**config.mk**
```make
export PLATFORM = sky130hd
export DESIGN_NAME = fetch_stage
export DESIGN_NICKNAME = d
export VERILOG_FILES = /design/src/rtl/arm_pipe_pkg.sv /design/src/rtl/pipe_fetch_deco.sv /design/src/rtl/fetch_stage.sv
export SDC_FILE = /design/constraint.sdc
export NUM_CORES = 1
export LEC_CHECK = 0
export BUFFER_PORTS_ARGS = -buffer_cell sky130_fd_sc_hd__buf_2
export CORE_ASPECT_RATIO = 0.8
export CORE_MARGIN = 8
export CORE_UTILIZATION = 55
export DETAILED_ROUTE_END_ITERATION = 12
export MAX_ROUTING_LAYER = met4
export PLACE_DENSITY = 0.94
export SYNTH_ARGS = -nofsm -noshare
export SYNTH_HDL_FRONTEND = slang
export SYNTH_SLANG_ARGS = --single-unit
export TNS_END_PERCENT = 30
```
**constraint.sdc**
```tcl
create_clock -name clk -period 4.28 [get_ports clk]
set_clock_uncertainty 0.15 [all_clocks]
set_input_delay 0 -clock clk [delete_from_list [all_inputs] [get_ports clk]]
set_output_delay 0 -clock clk [all_outputs]
set_load 0.05 [all_outputs]
```
**src/rtl/arm_pipe_pkg.sv**
```systemverilog
// Shared types and constants for the ARM pipeline fetch side.
package arm_pipe_pkg;
  typedef enum logic [1:0] {S_REQ, S_WAIT, S_DRAIN, S_HOLD} fetch_state_t;

  localparam logic [31:0] NOP_INSTR  = 32'hE1A0_0000;
  localparam logic [31:0] PC_STEP    = 32'd4;
  localparam logic [31:0] R15_OFFSET = 32'd8;
endpackage

```
**src/rtl/pipe_fetch_deco.sv**
```systemverilog
// IF/ID pipeline register: clr loads a bubble, en gates updates, an empty load becomes a bubble.
module pipe_fetch_deco
  import arm_pipe_pkg::*;
#(
  parameter logic [31:0] RESET_PC = 32'h0000_0000,
  parameter logic [31:0] NOP      = arm_pipe_pkg::NOP_INSTR
) (
  input  logic        clk,
  input  logic        reset,
  input  logic        en,
  input  logic        clr,
  input  logic        load_vld,
  input  logic [31:0] load_instr,
  input  logic [31:0] load_pc8,
  output logic [31:0] InstrD,
  output logic [31:0] PCPlus8D,
  output logic        ValidD
);
  always_ff @(posedge clk or negedge reset) begin
    if (!reset) begin
      InstrD   <= NOP;
      PCPlus8D <= RESET_PC + R15_OFFSET;
      ValidD   <= 1'b0;
    end else if (clr) begin
      InstrD <= NOP;
      ValidD <= 1'b0;
    end else if (en) begin
      if (load_vld) begin
        InstrD   <= load_instr;
        PCPlus8D <= load_pc8;
        ValidD   <= 1'b1;
      end else begin
        InstrD <= NOP;
        ValidD <= 1'b0;
      end
    end
  end
endmodule

```
**src/rtl/fetch_stage.sv**
```systemverilog
// Instruction fetch: owns PCF, keeps one imem read outstanding, feeds the IF/ID register.
module fetch_stage
  import arm_pipe_pkg::*;
#(
  parameter logic [31:0] RESET_PC  = 32'h0000_0000,
  parameter logic [31:0] NOP_INSTR = arm_pipe_pkg::NOP_INSTR
) (
  input  logic        clk,
  input  logic        reset,
  input  logic        StallD,
  input  logic        FlushD,
  input  logic        BranchTakenE,
  input  logic [31:0] ALUResultE,
  input  logic        PCSrcW,
  input  logic [31:0] ResultW,
  output logic        imem_req,
  output logic [31:0] imem_addr,
  input  logic        imem_valid,
  input  logic [31:0] imem_rdata,
  output logic [31:0] PCF,
  output logic [31:0] InstrD,
  output logic [31:0] PCPlus8D,
  output logic        ValidD
);
  fetch_state_t state;
  logic [31:0]  hold_q;
  logic         redirect;
  logic [31:0]  target;
  logic         deliver;
  logic [31:0]  deliver_dat;

  assign redirect  = BranchTakenE | PCSrcW;
  assign target    = BranchTakenE ? ALUResultE : ResultW;
  assign imem_req  = reset & (state == S_REQ) & ~redirect & ~StallD;
  assign imem_addr = PCF;

  // An instruction reaches IF/ID only when nothing redirects the PC in the same cycle.
  always_comb begin
    deliver     = 1'b0;
    deliver_dat = imem_rdata;
    if (!redirect && !StallD) begin
      if (state == S_WAIT && imem_valid) begin
        deliver = 1'b1;
      end else if (state == S_HOLD) begin
        deliver     = 1'b1;
        deliver_dat = hold_q;
      end
    end
  end

  always_ff @(posedge clk or negedge reset) begin
    if (!reset) begin
      state  <= S_REQ;
      PCF    <= RESET_PC;
      hold_q <= '0;
    end else begin
      case (state)
        S_REQ: begin
          if (redirect)     PCF   <= target;
          else if (!StallD) state <= S_WAIT;
        end
        S_WAIT: begin
          if (redirect) begin
            PCF   <= target;
            state <= imem_valid ? S_REQ : S_DRAIN;
          end else if (imem_valid) begin
            if (StallD) begin
              hold_q <= imem_rdata;
              state  <= S_HOLD;
            end else begin
              PCF   <= PCF + PC_STEP;
              state <= S_REQ;
            end
          end
        end
        // The in-flight response belongs to a discarded PC; swallow it.
        S_DRAIN: begin
          if (redirect)   PCF   <= target;
          if (imem_valid) state <= S_REQ;
        end
        S_HOLD: begin
          if (redirect) begin
            PCF   <= target;
            state <= S_REQ;
          end else if (!StallD) begin
            PCF   <= PCF + PC_STEP;
            state <= S_REQ;
          end
        end
        default: state <= S_REQ;
      endcase
    end
  end

  pipe_fetch_deco #(.RESET_PC(RESET_PC), .NOP(NOP_INSTR)) u_ifid (
    .clk       (clk),
    .reset     (reset),
    .en        (~StallD),
    .clr       (FlushD),
    .load_vld  (deliver),
    .load_instr(deliver_dat),
    .load_pc8  (PCF + R15_OFFSET),
    .InstrD    (InstrD),
    .PCPlus8D  (PCPlus8D),
    .ValidD    (ValidD)
  );
endmodule

```
==> flow_metrics.env <==
export IMPL_fraction_of_final_layout_cells_sized_beyond_drive_strength_1_pct=32.6
export IMPL_first_pass_grt_wire_length_mm=44.0
export IMPL_layout_setup_ws_ns=1.18
export IMPL_critPathRequiredTime_ns=4.48
export IMPL_dpl_worst_slack_ns=1.62
export IMPL_gp_congestion=1.00
export IMPL_placed_cells=1082
export IMPL_area_growth_pct=34.8
export IMPL_fp_dieArea_mm2=0.0170
export IMPL_fraction_of_power_consumed_by_the_clock_network_pct=37.8
export IMPL_layout_nets=1131
export IMPL_post_synth_edffs=0
export IMPL_total_switching_power_mw=1.45
export IMPL_grt_use_total_pct=34.6
export IMPL_count_of_yosys_warnings_during_synthesis=0
export IMPL_power_density_mw_per_mm2=415
export IMPL_yosys_top_cells_area="sky130_fd_sc_hd__dfrtp_1, sky130_fd_sc_hd__nand2_1, sky130_fd_sc_hd__mux2_2"
export IMPL_finalPower_mw=4.03
export IMPL_grt_pass1_vias=7738
export IMPL_vias_per_cell=6.28
export IMPL_use_met3_pct=13.8
export IMPL_synth_largest_area_cell="sky130_fd_sc_hd__dfrtp_1"
export IMPL_area_fraction_of_the_dominant_cell_type_after_synthesis_pct=43.1
export IMPL_clk_insertion_delay_late_ns=0.43
export IMPL_worstHoldPathType="input port to register"
export IMPL_globalRouteMet1Util_pct=40.7
export IMPL_worst_hold_slack_ns=0.0477
export IMPL_synth_cell_types=66
export IMPL_floorplan_rows=37
export IMPL_run_status="complete, no violations"
export IMPL_cap_violations=0
export IMPL_p_seq_share_pct=37.8
export IMPL_post_route_drc_count=0
export IMPL_tightestPinTransition_ns=1.23
export IMPL_use_met2_pct=50.1
export IMPL_timing_setup_critical_path_class="register to register"
export IMPL_die_width_um=144
export IMPL_cts_inserted_buffers=17
export IMPL_detail_route_antenna_nets=0
export IMPL_ctsRootBufferMaster="sky130_fd_sc_hd__clkbuf_16"
export IMPL_seq_area_frac_synth_pct=45.6
export IMPL_numPortBuffers=232
export IMPL_grt_setup_unrepaired="no"
export IMPL_post_layout_nonfiller_instances=1221
export IMPL_fmax_ghz=0.322
export IMPL_arrival_ns=3.30
export IMPL_cts_sinks=131
export IMPL_synth_nets=868
export IMPL_synth_most_common_cell="sky130_fd_sc_hd__dfrtp_1"
export IMPL_timing_critical_path_fanout_max=29
export IMPL_core_region_area_mm2=0.0128
export IMPL_final_cycle_utilization_of_the_critical_path_pct=72.5
export IMPL_switching_share_pct=36.0
export IMPL_internal_power_mw=2.58
export IMPL_period_minus_slack_ns=3.10
export IMPL_finalHoldViolCount=0
export IMPL_part_of_the_total_power_dissipated_in_combinational_logic_pct=24.4
export IMPL_leakage_nw=4.50
export IMPL_worstSetupEndpointType="register"
export IMPL_timing_max_transition_violations_final=0
export IMPL_dpl_hpwl_mm=17.1
export IMPL_routed_wirelength_mm=28.2
export IMPL_vias=7670
export IMPL_post_synth_inst_count=763
export IMPL_sort_of_element_at_the_start_of_the_critical_path="register"
export IMPL_grt_remaining_overflow=0
export IMPL_clkSlewWorstSetupHoldPaths_ns=0.06
export IMPL_synthArstFlopShare_pct=100
export IMPL_final_util_pct=75.7
export IMPL_ys_seq_elements=131
export IMPL_synth_cells_most_frequent="sky130_fd_sc_hd__dfrtp_1, sky130_fd_sc_hd__nand2_1, sky130_fd_sc_hd__o21ai_0, sky130_fd_sc_hd__a21oi_1"
export IMPL_fin_setup_tns_ns=0
export IMPL_synth_area_mm2=0.00720
export IMPL_slew_limit_headroom_pct=17.3
export IMPL_floorplan_initialDensity_pct=56.2
export IMPL_detail_route_wl_per_cell_um=23.1
export IMPL_post_cts_resized_instances=0
export IMPL_vdd_ir_drop_max_v=0.000302
export IMPL_h_tree_depth=4
export IMPL_finalSetupViolations=0
export IMPL_die_y_um=118
export IMPL_dr_first_iter_drc_count=1354
export IMPL_antenna_violations_before_repair=6
export IMPL_boundary_pins=233
export IMPL_cts_buffer_depth=2
export IMPL_drtPass1Iterations=9
export IMPL_syn_area_per_cell_um2=9.44
export IMPL_grt_start_max_net_pins=86
export IMPL_dpl_cell_area_mm2=0.00808
export IMPL_postLayoutCellArea_mm2=0.00971
export IMPL_cts_tree="done"
export IMPL_yosys_most_used_dff="sky130_fd_sc_hd__dfrtp_1"
export IMPL_grt_most_used_layer="met2"
## layout make-up
class | count | area [µm²]
inverter | 6 | 22.5
tap | 175 | 219
fill | 814 | 3120
timing repair buffer | 341 | 2230
clock buffer | 18 | 429
multi-input combinational | 529 | 3320
clock inverter | 14 | 180
sequential | 131 | 3290
antenna | 7 | 17.5
## placed cells by master, fill, tap and decap left out, types with 8 or more instances in the layout
| cell | Yosys | layout |
|---|---|---|
| sky130_fd_sc_hd__a21oi_1 | 45 | 45 |
| sky130_fd_sc_hd__o22ai_1 | 26 | 26 |
| sky130_fd_sc_hd__xnor2_1 | 18 | 18 |
| sky130_fd_sc_hd__nand4_1 | 12 | 12 |
| sky130_fd_sc_hd__buf_4 | 38 | 10 |
| sky130_fd_sc_hd__nor3_1 | 12 | 12 |
| sky130_fd_sc_hd__o21ai_1 | 15 | 15 |
| sky130_fd_sc_hd__mux2_2 | 38 | 38 |
| sky130_fd_sc_hd__a311oi_1 | 8 | 8 |
| sky130_fd_sc_hd__xor2_1 | 10 | 10 |
| sky130_fd_sc_hd__dlygate4sd3_1 | 0 | 100 |
| sky130_fd_sc_hd__mux2i_1 | 20 | 20 |
| sky130_fd_sc_hd__nand2_1 | 115 | 115 |
| sky130_fd_sc_hd__o21ai_0 | 57 | 57 |
| sky130_fd_sc_hd__nand3_1 | 23 | 23 |
| sky130_fd_sc_hd__buf_2 | 27 | 231 |
| sky130_fd_sc_hd__dfrtp_1 | 124 | 124 |
| sky130_fd_sc_hd__clkbuf_16 | 0 | 17 |
| sky130_fd_sc_hd__nor2_1 | 36 | 36 |
## critical path: stages, from the launching register on
cell and delay, ns:
sky130_fd_sc_hd__dfrtp_1 0.64, sky130_fd_sc_hd__nor3b_2 0.26, sky130_fd_sc_hd__buf_4 0.33, sky130_fd_sc_hd__nand2_2 0.15
sky130_fd_sc_hd__nor2_1 0.68, sky130_fd_sc_hd__a31oi_1 0.19, sky130_fd_sc_hd__dlygate4sd3_1 0.63
## power by group through the flow
stage	clock, mW	sequential (mW)	combinational (mW)
floorplan	0	1.67	0.486
global placement	0	1.51	0.860
detailed placement	0	1.52	0.871
CTS	1.51	1.50	0.953
global route	1.58	1.53	1.03
finish	1.52	1.52	0.981
## final timing paths
check                                        start  slack, ns  cells after the start                 end
worst min-delay path                   ResultW[25]       0.05                      4             PCF[25]
worst max register to register            state[0]       1.18                      6   u_ifid.InstrD[29]
worst min register to register  u_ifid.PCPlus8D[3]       0.32                      2  u_ifid.PCPlus8D[3]
worst max-delay path                      state[0]       1.18                      6   u_ifid.InstrD[29]
max in group asynchronous                    reset       2.01                      4           hold_q[6]
min in group asynchronous                    reset       0.51                      3   u_ifid.InstrD[10]
## cells by family (layout without fill, tap and decap cells)
logic type	after synthesis	count (layout)	synth area share (%)
flip-flops	131	131	45.6
AND/OR/NAND/NOR	250	250	17.6
other	0	7	0
buffers and inverters	103	379	8.37
adder cells (fa/ha/maj)	2	2	0.347
XOR/XNOR	28	28	3.41
multiplexers	59	59	8.88
AO/OA/AOI/OAI	190	190	15.8
## flip-flops by register name, indices dropped and copies added (netlist names)
| signal | count |
|---|---|
| u_ifid.PCPlus8D | 32 |
| u_ifid.ValidD | 1 |
| hold_q | 32 |
| u_ifid.InstrD | 32 |
| state | 2 |
| PCF | 32 |
## layer usage
metal	part of all wire (%)	routed length [µm]
met5	0	0
met4	6.4	1810
met3	13	3630
met2	44	12500
met1	36	10200
## timing repair
action / CTS / global route
endpoints found under the hold margin: 146 / 0
buffers inserted: 0 / 0
hold buffers: 100 / 0
(Power assumes the default switching activity.)
